File: src/rtl/flatten_stream_if.sv
// Stream bundle for flatten_stream: tensor capture handshake in, flattened element stream out.
// The slave modport is the block's view; the master modport is the producer/consumer side.
interface flatten_stream_if #(
    parameter int DATA_WIDTH = 8,
    parameter int MAP_SIZE   = 2,
    parameter int CHANNELS   = 4
);
    localparam int N  = CHANNELS * MAP_SIZE * MAP_SIZE;
    localparam int IW = (N > 1) ? $clog2(N) : 1;

    logic                    in_valid;
    logic                    in_ready;
    logic [N*DATA_WIDTH-1:0] in_tensor;
    logic                    in_order;
    logic                    out_valid;
    logic                    out_ready;
    logic [DATA_WIDTH-1:0]   out_data;
    logic [IW-1:0]           out_index;
    logic                    out_last;

    modport slave (
        input  in_valid, in_tensor, in_order, out_ready,
        output in_ready, out_valid, out_data, out_index, out_last
    );

    modport master (
        output in_valid, in_tensor, in_order, out_ready,
        input  in_ready, out_valid, out_data, out_index, out_last
    );
endinterface

File: src/rtl/flatten_stream.sv
// Captures one pooled tensor and streams its elements one per handshake,
// in channel-major or pixel-major order chosen at capture time.
module flatten_stream #(
    parameter  int DATA_WIDTH = 8,
    parameter  int MAP_SIZE   = 2,
    parameter  int CHANNELS   = 4,
    localparam int N          = CHANNELS * MAP_SIZE * MAP_SIZE,
    localparam int IW         = (N > 1) ? $clog2(N) : 1
) (
    input  logic             clk,
    input  logic             reset,
    input  logic             flush,
    flatten_stream_if.slave  strm
);
    localparam int          PIX  = MAP_SIZE * MAP_SIZE;
    localparam logic [IW-1:0] LAST = IW'(N - 1);

    typedef enum logic {IDLE, STREAM} state_t;

    state_t                         state, state_nx;
    logic [IW-1:0]                  cnt, cnt_nx;
    logic                           order;
    logic                           capture;
    logic                           at_last;
    logic [IW-1:0]                  addr;
    logic [N-1:0][DATA_WIDTH-1:0]   tens;

    assign at_last = (cnt == LAST);

    always_ff @(posedge clk or posedge reset) begin
        if (reset) begin
            state <= IDLE;
            cnt   <= '0;
            order <= 1'b0;
        end else begin
            state <= state_nx;
            cnt   <= cnt_nx;
            if (capture) order <= strm.in_order;
        end
    end

    // Buffer is never cleared; out_data is gated by state so stale contents never leak.
    always_ff @(posedge clk) begin
        if (capture) tens <= strm.in_tensor;
    end

    always_comb begin
        state_nx = state;
        cnt_nx   = cnt;
        capture  = 1'b0;
        case (state)
            IDLE: begin
                if (!flush && strm.in_valid) begin
                    capture  = 1'b1;
                    state_nx = STREAM;
                    cnt_nx   = '0;
                end
            end
            STREAM: begin
                if (strm.out_ready) begin
                    if (at_last) begin
                        state_nx = IDLE;
                        cnt_nx   = '0;
                    end else begin
                        cnt_nx = cnt + 1'b1;
                    end
                end
                // A beat handshaking alongside flush has already completed; just idle.
                if (flush) begin
                    state_nx = IDLE;
                    cnt_nx   = '0;
                end
            end
            default: begin
                state_nx = IDLE;
                cnt_nx   = '0;
            end
        endcase
    end

    // Channel-major order walks the packed layout linearly; pixel-major interleaves channels.
    always_comb begin
        addr = cnt;
        if (order)
            addr = IW'((int'(cnt) % CHANNELS) * PIX + int'(cnt) / CHANNELS);
    end

    assign strm.in_ready  = (state == IDLE);
    assign strm.out_valid = (state == STREAM);
    assign strm.out_index = cnt;
    assign strm.out_last  = (state == STREAM) && at_last;
    assign strm.out_data  = (state == STREAM) ? tens[addr] : '0;
endmodule

File: src/flat_wrapper.sv
// flat-port wrapper written by rule: the top's interface ports become plain ports
module flatten_stream_flat 
#(
    parameter  int DATA_WIDTH = 8,
    parameter  int MAP_SIZE   = 2,
    parameter  int CHANNELS   = 4,
    localparam int N          = CHANNELS * MAP_SIZE * MAP_SIZE,
    localparam int IW         = (N > 1) ? $clog2(N) : 1
)
  (clk, reset, flush, strm_in_valid, strm_in_tensor, strm_in_order, strm_out_ready, strm_in_ready, strm_out_valid, strm_out_data, strm_out_index, strm_out_last);
  flatten_stream_if #(.DATA_WIDTH(DATA_WIDTH), .MAP_SIZE(MAP_SIZE), .CHANNELS(CHANNELS)) strm_i ();
  input  logic clk;
  input  logic reset;
  input  logic flush;
  input wire logic [$bits(strm_i.in_valid)-1:0] strm_in_valid;
  input wire logic [$bits(strm_i.in_tensor)-1:0] strm_in_tensor;
  input wire logic [$bits(strm_i.in_order)-1:0] strm_in_order;
  input wire logic [$bits(strm_i.out_ready)-1:0] strm_out_ready;
  output wire logic [$bits(strm_i.in_ready)-1:0] strm_in_ready;
  output wire logic [$bits(strm_i.out_valid)-1:0] strm_out_valid;
  output wire logic [$bits(strm_i.out_data)-1:0] strm_out_data;
  output wire logic [$bits(strm_i.out_index)-1:0] strm_out_index;
  output wire logic [$bits(strm_i.out_last)-1:0] strm_out_last;
  assign strm_i.in_valid = strm_in_valid;
  assign strm_i.in_tensor = strm_in_tensor;
  assign strm_i.in_order = strm_in_order;
  assign strm_i.out_ready = strm_out_ready;
  assign strm_in_ready = strm_i.in_ready;
  assign strm_out_valid = strm_i.out_valid;
  assign strm_out_data = strm_i.out_data;
  assign strm_out_index = strm_i.out_index;
  assign strm_out_last = strm_i.out_last;
  flatten_stream #(.DATA_WIDTH(DATA_WIDTH), .MAP_SIZE(MAP_SIZE), .CHANNELS(CHANNELS)) u_core (.clk(clk), .reset(reset), .flush(flush), .strm(strm_i));
endmodule
File: config.mk
export PLATFORM = sky130hd
export DESIGN_NAME = flatten_stream_flat
export DESIGN_NICKNAME = d
export VERILOG_FILES = /design/src/rtl/flatten_stream_if.sv /design/src/rtl/flatten_stream.sv /design/src/flat_wrapper.sv
export SDC_FILE = /design/constraint.sdc
export NUM_CORES = 1
export LEC_CHECK = 0
export CORE_MARGIN = 3
export CORE_UTILIZATION = 30
export CTS_CLUSTER_SIZE = 28
export DETAILED_ROUTE_END_ITERATION = 10
export PLACE_DENSITY = 0.61
export SYNTH_ARGS = -nofsm -noshare
export SYNTH_HDL_FRONTEND = slang
export SYNTH_SLANG_ARGS = --single-unit
File: constraint.sdc
create_clock -name clk -period 6.45 [get_ports clk]
set_input_delay 0.9675 -clock clk [delete_from_list [all_inputs] [get_ports clk]]
set_output_delay 0.9675 -clock clk [all_outputs]
set_load 0.02 [all_outputs]
Word level (Yosys, flattened, before mapping)
Index checks and enable logic that the tools add are counted.
- add/sub/neg operators: 2
- order comparisons: 1
- equality and inequality tests: 3
- muxes and demuxes: 15
- bitwise gates (word level): 1
- reduce and logical (&&, ||, !) cells: 4
- operator list (operator ; number):
    8-bit binary-select mux with 4-bit select ; 1
    4-bit two-way mux ; 5
    8-bit two-way mux ; 2
    4-bit one-hot mux with 2 select lines ; 1
    4-bit by 5-bit < comparator with 1-bit output (second input constant) ; 1
    1-bit two-way mux ; 5
    4-bit by 1-bit adder with 4-bit output (second input constant) ; 1
    4-bit by 2-bit adder with 4-bit output ; 1
    4-bit == test (second input constant) ; 1
    3-bit inequality test (second input constant) ; 1
    1-bit logical AND ; 2
    2-bit by 1-bit inequality test with 1-bit output (second input constant) ; 1
    1-bit one-hot mux with 2 select lines ; 1
    2-bit AND reduction ; 1
    1-bit zero test ; 1
    1-bit NOT ; 1
- flip-flop bits (word level): 134
- input port bits: 134
- output and inout port bits: 15
- logic and storage cells: 45

Logic depth before layout (Yosys ltp)
- word-level depth: 5
- mapped depth: 8
- depth with buffers taken out: 5

Worst setup path after synthesis
No wires, ideal clock.
- path type: input-to-reg
- start point: in flush
- end point: reg u_core.order
- library setup time: 0.092 ns
- arrival: 7.324 ns
- data required time: 6.358 ns
- slack: -0.966 ns
- cell stages on the path: 3
- buffers on the path: 0
- path through: nand2b_1 > nor2_1 > mux2_2
- word-level cells in the longest chain between the ends: 4
- RTL lines (element ; line ; RTL):
    start, declared ; flat_wrapper.sv:14 ; input logic flush;
    1-bit zero test ; flatten_stream.sv:53 ; if (!flush && strm.in_valid) begin
    1-bit logical AND ; flatten_stream.sv:53 ;
    1-bit two-way mux ; flatten_stream.sv:53 ;
    1-bit two-way mux ; flatten_stream.sv:51 ; case (state)
    named net u_core.capture ; flatten_stream.sv:23 ; logic capture;
    end signal, assigned ; flatten_stream.sv:38 ; if (capture) order <= strm.in_order;
    end, declared ; flatten_stream.sv:22 ; logic order;
The timed path passes the listed nets, and every way through them passes these cells.
A chain may end at the register's enable or synchronous reset.

Worst setup path after layout
- start point: reg u_core.order
- end point: out strm_out_data[2]
- word-level cells in the longest chain between the ends: 4
- RTL lines (element ; line ; RTL):
    4-bit two-way mux ; flatten_stream.sv:84 ; if (order)
    8-bit binary-select mux with 4-bit select ; flatten_stream.sv:92 ; assign strm.out_data = (state == STREAM) ? tens[addr] : '0;
    8-bit two-way mux (implied by the code) ; flatten_stream.sv:92 ;
    8-bit two-way mux ; flatten_stream.sv:92 ;
    end, declared ; flat_wrapper.sv:21 ; output wire logic [$bits(strm_i.out_data)-1:0] strm_out_data;
Every way passes these cells. The select of a mux whose other input is x is not followed.

==> run metrics <==
Synth Flop Type=edfxtp_1; pwr/cell area=between 200 and 300 nW/um^2; antenna viol nets, final=0; Comb power frac=0.154; FF+latch count, synth=~130; CP Class=reg2out; Setup WS post-layout=1398 ps; multi-input logic area=1563 sq um; Post-synth ARST share=0.04478; ant diodes=0; Clock Tree Buf Depth=2; fraction of layout cells with a size suffix above 1=0.08088; die footprint=20,550 sq um; min cycle time layout=approximately 5100 ps; Die X=143.4 um; Starting Density=0.3098; antenna violations before repair=0; hold path cells=1; GRT met1 Usage=0.1985; Pwr Total=0.002311 W; Relative slew margins=0.3448; Leakage=2.680 nW; Final Cell Area=around 7900 sq um; # resized after CTS=0; first-pass detailed-route iteration total=5; most common cell after layout, fill and taps aside=clkdlybuf4s50_1; GR peak layer=met2; Nets=666; port bufs=148; Mapped Area=5660 sq um; Worst Setup Start Kind=flip-flop; EDFF count, synth=128; setup bufs post-CTS=0; Detailed Place HPWL=around 10,000 um; Critical Path AT=4080 ps; largest family of logic cells by synthesized area=compound AO/OA/AOI/OAI gates; Cell variety after synth=39; Setup Total Neg Slack=0 ps; Sw Ratio=0.2547; # IOs=~150; mux contribution to synthesized area=0.07737; Final period util=0.7833; Synth Net Count=519; Critical Path Fanout Max=35; Total Wirelength=15,260 um; R2R depth=6; simple-gate share of the synthesized area=0.06388; Worst Setup Slack post-DPL=approximately 1800 ps; post-DR wirelength/cell=19.74 um; CP endpoint kind=primary output; via count=roughly 3.9k; Gate Count Post-Synth=~380; CTS tree=built; clock slew at reported path FFs=50 ps; Post-route DRC=0; RSZ-0062 raised after global routing=no; fill cell count=1,646; Final setup violation count=0; clk_lat worst skew=420 ps; Detailed Route Iter0 Violations=240; maximum VDD drop=0.1754 mV; area grow syn2layout=39.72%; Final Skew=4.394 ps; clock share of power=0.381; Mean Syn Cell Area=approximately 15 sq um; RD Place Congestion=0.8411; GRT Total Usage=0.1499; storage element area=3996 sq um; Worst Path Required=5480 ps; sequential share of power=0.465; GRT met3 Usage=0.04692; Clock Sinks=134; Num CTS Buffers=17; Synth Area in XOR/XNOR=0; first-pass GRT wire length=around 23,000 um; slew of the pin with the lowest slew margin=962.2 ps; M2 GR Usage=0.2390; Post-DP Area=7368 sq um; max-cap check violation count=0; H-tree depth=4; HP Class=reg2reg; root buf cell=clkbuf_16; leading cell types in the layout, fill and taps excluded=clkdlybuf4s50_1, edfxtp_1, nand2_1; Compound-Gate Fraction of Synth Area=0.1291; Cell Int Power=0.001723 W; post-synthesis sequential area ratio=0.7056; status=finished clean; hold bufs inserted after CTS=0; Post-Synth Adder-Cell Area=0.002210; Sw Pwr=0.0005887 W; global route total overflow=0; vias per inst=5.054; Rows=a little under 50; maximum number of pins on one net before global-route repair=between 60 and 70; vias in the first global route=approximately 4.1k; warnings from Yosys=0; Final Hold Viols=0; die height=roughly 140 um; Core Area=18,270 sq um; Slew Limit Fails=0; Highest Clock Rate=197.9 MHz
-- cell usage after synthesis (4+ instances only) --
master      n  area share
a21oi_1     4      0.0035
a221o_1     4      0.0071
a221oi_1   10       0.015
a22oi_1     7      0.0093
a31o_1      7       0.011
a31oi_1     7      0.0077
a32oi_1     7       0.011
buf_1       5      0.0033
buf_2       9      0.0080
clkbuf_1    8      0.0053
dfrtp_1     6       0.027
edfxtp_1  128        0.68
mux2i_1    37       0.065
nand2_1    49       0.032
nand2b_1    5      0.0055
nand3_1     9      0.0080
nor2_1     13      0.0086
o21ai_1     4      0.0035
o221ai_1   15       0.023
o22ai_1    20       0.022
-- area by class of cell --
class                      instances  area share
clock inverter                    14     0.01408
tap                              229     0.03623
sequential                       134      0.5053
clock buffer                      18     0.05426
inverter                           5    0.002373
timing repair buffer             151      0.1902
multi-input combinational        222      0.1976
-- through the flow --
step                utilization  std cells  hold WS [ps]
global placement         0.4033        741         733.0
CTS                      0.4329        773         773.4
floorplan                     -        384         737.5
finish                   0.4329        773         773.2
global route             0.4329        773         789.7
detailed placement       0.4033        741         755.8
-- sequential cells by signal, indices dropped and copies added (netlist names) --
signal                 cells
u_core.order               1
u_core.strm.out_valid      1
u_core.strm.out_index      4
u_core.tens              128
-- power by group through the flow --
stage | clock [W] | combinational (W) | sequential (W)
detailed placement | 0 | 0.000358 | 0.00109
global placement | 0 | 0.000355 | 0.00109
CTS | 0.000901 | 0.000360 | 0.00108
finish | 0.000879 | 0.000356 | 0.00108
floorplan | 0 | 0.000214 | 0.00106
global route | 0.000943 | 0.000385 | 0.00108
-- worst max-delay path, cell delays in order (launching register included) --
cell and delay [ps]:
dfrtp_2 1010, mux2i_4 930, mux4_2 620, a2111oi_2 420
clkdlybuf4s50_1 680
-- metal layers --
layer	vias to the layer above	wire length, um
li1	1850	-
met1	1917	7056
met2	128	7240
met3	12	795
met4	0	165
met5	-	0
-- path summary, 6_finish.rpt --
kind	start	endpoint	slack, ps
hold reg to reg	u_core.strm.out_valid	u_core.strm.out_valid	770
min in group asynchronous	reset	u_core.strm.out_valid	780
setup / recovery	u_core.order	strm_out_data[2]	1400
setup reg to reg	u_core.strm.out_index[0]	u_core.strm.out_index[0]	4430
hold / removal	u_core.strm.out_valid	u_core.strm.out_valid	770
max in group asynchronous	reset	u_core.strm.out_index[2]	5440
-- kinds of logic (layout without fill, tap and decap cells) --
logic type                 after synthesis  in the layout
AOI/OAI and AO/OA                       96             96
adders and majority gates                1              1
buffers and inverters                   28            188
DFF                                    134            134
muxes                                   41             41
and+or+nand+nor                         84             84
Note: power is estimated with default switching activity, not from simulation.
==> RTL change 1, RTL diff (config.mk and constraints unchanged) <==
`DATA_WIDTH` is set to 8 in 3 places; all go to 9.
--- a/src/rtl/flatten_stream_if.sv
+++ b/src/rtl/flatten_stream_if.sv
@@ -1,7 +1,7 @@
 // Stream bundle for flatten_stream: tensor capture handshake in, flattened element stream out.
 // The slave modport is the block's view; the master modport is the producer/consumer side.
 interface flatten_stream_if #(
-    parameter int DATA_WIDTH = 8,
+    parameter int DATA_WIDTH = 9,
     parameter int MAP_SIZE   = 2,
     parameter int CHANNELS   = 4
 );
--- a/src/rtl/flatten_stream.sv
+++ b/src/rtl/flatten_stream.sv
@@ -1,7 +1,7 @@
 // Captures one pooled tensor and streams its elements one per handshake,
 // in channel-major or pixel-major order chosen at capture time.
 module flatten_stream #(
-    parameter  int DATA_WIDTH = 8,
+    parameter  int DATA_WIDTH = 9,
     parameter  int MAP_SIZE   = 2,
     parameter  int CHANNELS   = 4,
     localparam int N          = CHANNELS * MAP_SIZE * MAP_SIZE,
--- a/src/flat_wrapper.sv
+++ b/src/flat_wrapper.sv
@@ -1,7 +1,7 @@
 // flat-port wrapper written by rule: the top's interface ports become plain ports
 module flatten_stream_flat 
 #(
-    parameter  int DATA_WIDTH = 8,
+    parameter  int DATA_WIDTH = 9,
     parameter  int MAP_SIZE   = 2,
     parameter  int CHANNELS   = 4,
     localparam int N          = CHANNELS * MAP_SIZE * MAP_SIZE,
Interface: changed (resized strm_in_tensor and strm_out_data); port bits go from 149 to 166. No check against the original RTL was run, so the function may have changed too.
==> RTL change 1 against the original RTL <==
  * Clock power is 11% higher
  * Global-route usage is 0.89 points lower
  * Critical endpoint is now strm_out_data[7]
  * Final area increased by 10%
  * Setup slack better by 0.42 ns
  * Die area up 9.7%
  * Total power is 11% higher
  * Wire length grew 4.8%
  * Count of clock-buffer cells in the layout up 1
  * Synthesized area up 10%
  * Utilization fell by 0.44 points
  * Critical path type unchanged
  * Sequential cell count is 16 higher
  * Register-to-register slack got worse by 0.32 ns
==> RTL change 1: results (changes against the original RTL) <==
Synthesis
  – Seq/Total Area, Yosys: 0.7178 (was 0.7056)
  – Post-synth top cells: 144 x edfxtp_1, 42 x mux2_2, 38 x nand2_1, 35 x o22ai_1, 12 x mux2_1 (was 128 x edfxtp_1, 49 x nand2_1, 37 x mux2i_1, 20 x o22ai_1, 15 x o221ai_1)
  – Main synth FF type: edfxtp_1 (unchanged)
  – Mapped Nets: 531 (was 519)
  – Post-synth ARST share: 0.04000 (was 0.04478)
  – Yosys top cell area share: 0.6937 (was 0.6790)
  – Gate Count Post-Synth: 380 (was 384)
  – EDFF count, synth: 144 (was 128)
  – Ranking of synthesized cells by area: edfxtp_1 69%, mux2_2 7.6%, o22ai_1 3.5% (was edfxtp_1 68%, mux2i_1 6.5%, nand2_1 3.2%)

STA
  – Slew HR: 0.3356 (was 0.3448)
  – Clk_skew: 0.008917 ns (was 0.004394 ns)

Layout
  – Finished Layout Cells: 828 (was 773)
  – Nets: 695 (was 666)
  – Number of fill cells in the layout: 1,834 (was 1,646)
  – Max reg flops: 144 (was 128)
  – Share of layout cells above drive strength 1: 0.1472 (was 0.08088)

Worst setup path
  – Slowest stage delay, CP: 0.97 ns (was 1.01 ns)
  – Worst reg-to-reg setup slack: 4.11 ns (was 4.43 ns)
  – CP Max Fanout: 54 (was 35)
  – Crit path capture: strm_out_data[7] (was strm_out_data[2])
  – FF-to-FF path depth: 5 (was 6)
  – R2R Path Start: u_core.strm.out_valid$_DFF_PP0_ (was u_core.strm.out_index[0]$_DFFE_PP0P_)
  – R2r endpoint: u_core.strm.out_index[2]$_DFFE_PP0P_ (was u_core.strm.out_index[0]$_DFFE_PP0P_)

Detailed routing
  – Via density: 4.781 (was 5.054)
  – Wire length per cell: 19.32 um (was 19.74 um)
  – Initial DRC count: 255 (was 240)

Min path
  – HP Start: u_core.strm.out_index[0]$_DFFE_PP0P_ (was u_core.strm.out_valid$_DFF_PP0_)
  – WHS Endpoint: u_core.strm.out_index[0]$_DFFE_PP0P_ (was u_core.strm.out_valid$_DFF_PP0_)

Global route
  – Total Routing Usage GR: 0.1410 (was 0.1499)
  – Vias in the first global route: 3,991 (was 4,148)
  – Largest net degree at the start of global routing: 149 (was 66)
  – First-pass GRT wire length: 23,240 um (was 22,870 um)

Placement
  – Port bufs: 165 (was 148)
  – Placed cell count: 795 (was 741)
  – GPL Wtd Cong: 0.7506 (was 0.8411)
  – Final HPWL DP: 10,860 um (was 10,430 um)

Pwr
  – Leak: 2.879 nW (was 2.680 nW)
  – Peak VDD IR: 0.1632 mV (was 0.1754 mV)

Run status
  – Status: completed (unchanged)

Clock tree
  – Hold-fix buffers, CTS: 0 (unchanged)
RTL change 1: area by class of cell:
class	count	area [um2]	share of cell area
Timing Repair Buffer	167	1679	0.1931
Clock inverter	13	146.4	0.01683
Inverter	4	15.01	0.001726
Sequential cell	150	4476	0.5146
Antenna cell	1	2.502	0.0002877
Clock buffer	19	432.9	0.04978
Tap cell	270	337.8	0.03884
Multi-Input combinational cell	204	1608	0.1849
RTL change 1: power by group:
| part | leakage, nW | total, mW | switching [mW] | internal (mW) |
|---|---|---|---|---|
| Sequential | 1.41 | 1.19 | 0.0509 | 1.13 |
| Combinational | 1.20 | 0.414 | 0.188 | 0.226 |
| Clock | 0.276 | 0.974 | 0.399 | 0.575 |
RTL change 1: per-stage QoR:
step	setup WS (ns)	power [mW]	hold slack [ns]	instance area, um2
after floorplan	0.4501	1.437	0.6743	6240
after global placement	2.283	1.620	0.6010	8115
after detailed placement	2.226	1.627	0.6387	8115
after CTS	1.748	2.604	0.6595	8695
after global routing	1.549	2.674	0.7112	8695
final	1.818	2.574	0.6639	8697
RTL change 1: cell families after synthesis:
kind of cell | after synthesis | share of synthesized area
buffers and inverters | 26 | 0.02529
DFF | 150 | 0.7178
AOI/OAI and AO/OA | 79 | 0.09615
and+or+nand+nor | 62 | 0.04697
adders and majority gates | 1 | 0.002007
muxes | 62 | 0.1118
RTL change 1: worst max-delay path: cells and delay by family (launching register included):
family | cells | cell delay, ns
AO/OA/AOI/OAI | 2 | 0.62
multiplexers | 2 | 0.99
buffers and inverters | 1 | 0.65
flip-flops | 1 | 0.97
RTL change 1: routing by layer:
layer,wire length (um),GRT usage,vias up
li1,-,-,1868
met1,6705,0.1805,1943
met2,8103,0.2309,134
met3,935,0.03853,14
met4,249,0.05032,0
met5,0,0,-
==> RTL change 2, RTL diff (same settings) <==
Made on the original files. Make the reset (`reset`) synchronous in one clocked block.
--- a/src/rtl/flatten_stream.sv
+++ b/src/rtl/flatten_stream.sv
@@ -27,7 +27,7 @@
 
     assign at_last = (cnt == LAST);
 
-    always_ff @(posedge clk or posedge reset) begin
+    always_ff @(posedge clk) begin
         if (reset) begin
             state <= IDLE;
             cnt   <= '0;
Check against the original RTL: differs if reset is asserted again (counterexample within 4 cycles, from zero or initial values and one cycle with reset high); with reset held inactive, the same outputs for 10 cycles.
==> RTL change 2 against the original RTL <==
  * Via count shrank 3.7%
  * Sequential cell count stayed put
  * First-iteration DRC count decreased by 12%
  * Synthesized area up 4.3%
  * Setup slack better by 0.38 ns
  * Synthesized cell count increased by 0.26%
  * Global-route usage is 0.58 points lower
  * Final area up 3.8%
  * Wire length is 1.4% lower
Power is not compared: it rests on default switching activity, and its combinational part moved more than twofold at a synthesized area within 25%.
==> RTL change 2: results (changes against the original RTL) <==
Run status
  – Status: completed (unchanged)

Detailed routing
  – Met2 Wirelength: 7617 um (was 7240 um)
  – 1st-pass router iterations: 4 (was 5)
  – Met3 wire length: 827 um (was 795 um)
  – Wire length per cell: 18.75 um (was 19.74 um)
  – M1 WL: 6496 um (was 7056 um)
  – Via density: 4.692 (was 5.054)

Synthesis
  – Compound-Gate Fraction of Synth Area: 0.07332 (was 0.1291)
  – Ranking of synthesized cells by area: edfxtp_1 65%, mux4_2 6.1%, nor2b_1 4.0% (was edfxtp_1 68%, mux2i_1 6.5%, nand2_1 3.2%)
  – Post-synthesis adder-cell area fraction: 0.002119 (was 0.002210)
  – Post-synth ARST share: 0 (was 0.04478)
  – Netlist cell types: 40 (was 39)
  – Seq/Total Area, Yosys: 0.6713 (was 0.7056)
  – Mux share of post-synthesis cell area: 0.1218 (was 0.07737)

Global route
  – M2 GR Usage: 0.2406 (was 0.2390)
  – Total Routing Usage GR: 0.1441 (was 0.1499)
  – Global Route met3 Usage: 0.04997 (was 0.04692)
  – First-pass GRT wire length: 23,140 um (was 22,870 um)
  – Met1 Track Usage GR: 0.1788 (was 0.1985)
  – Largest net degree at the start of global routing: 90 (was 66)

STA
  – Clk_skew: 0.008083 ns (was 0.004394 ns)
  – Setup ws final: 1.778 ns (was 1.398 ns)
  – Worst slew pin tran: 1.129 ns (was 0.9622 ns)

Placement
  – Placed cell count: 771 (was 741)
  – Worst slack at placement: 2.081 ns (was 1.783 ns)
  – Final HPWL DP: 10,990 um (was 10,430 um)
  – GPL Wtd Cong: 0.7974 (was 0.8411)

Layout
  – Number of fill cells in the layout: 1,739 (was 1,646)
  – Share of layout cells above drive strength 1: 0.1328 (was 0.08088)
  – Nets: 665 (was 666)

Worst setup path
  – CP max stage cell: dfxtp_2 (was dfrtp_2)
  – Crit path from: u_core.strm.out_index[0]$_SDFFE_PP0P_ (was u_core.order$_DFFE_PP0P_)
  – Worst reg-to-reg setup slack: 4.11 ns (was 4.43 ns)
  – CP Max Fanout: 49 (was 35)
  – FF-to-FF path depth: 5 (was 6)
  – Slowest stage delay, CP: 1.08 ns (was 1.01 ns)
  – R2R Path Start: u_core.strm.out_valid$_SDFF_PP0_ (was u_core.strm.out_index[0]$_DFFE_PP0P_)

Min path
  – HP Start: u_core.strm.out_index[1]$_SDFFE_PP0P_ (was u_core.strm.out_valid$_DFF_PP0_)
## RTL change 2: cells by family after synthesis
kind of cell / Yosys count
AOI/OAI and AO/OA: 57
adders and majority gates: 1
buffers and inverters: 28
DFF: 134
muxes: 49
and+or+nand+nor: 116
## RTL change 2: final cells by class
class	instances	area share
inverter	1	0.0004572
clock buffer	17	0.05182
tap	260	0.03963
sequential	134	0.4832
multi-input combinational	223	0.2204
clock inverter	14	0.01951
timing repair buffer	153	0.1850
## RTL change 2: worst min-delay path by stage
| stage | to | slack [ns] | depth (start not counted) |
|---|---|---|---|
| finish | u_core.strm.out_index[1]$_SDFFE_PP0P_ | 0.57 | 2 |
| global route | u_core.strm.out_index[3]$_SDFFE_PP0P_ | 0.61 | 2 |
| global placement | u_core.strm.out_index[1]$_SDFFE_PP0P_ | 0.54 | 2 |
| CTS | u_core.strm.out_index[1]$_SDFFE_PP0P_ | 0.57 | 2 |
| detailed placement | u_core.strm.out_index[1]$_SDFFE_PP0P_ | 0.57 | 2 |
| floorplan | u_core.strm.out_index[1]$_SDFFE_PP0P_ | 0.57 | 2 |
## RTL change 2: metrics by stage
| stage | hold WS [ns] | area [um2] |
|---|---|---|
| final | 0.5675 | 8209 |
| after global routing | 0.6086 | 8209 |
| after CTS | 0.5711 | 8209 |
| after detailed placement | 0.5655 | 7624 |
| after global placement | 0.5409 | 7624 |
| after floorplan | 0.5723 | 5911 |
## RTL change 2: power by group through the flow
stage | clock network, mW | logic, mW | registers (mW)
after floorplan | 0 | 0.0495 | 1.03
after global placement | 0 | 0.156 | 1.03
after detailed placement | 0 | 0.158 | 1.03
after CTS | 0.972 | 0.158 | 1.02
after global routing | 1.02 | 0.167 | 1.02
final | 0.948 | 0.155 | 1.02
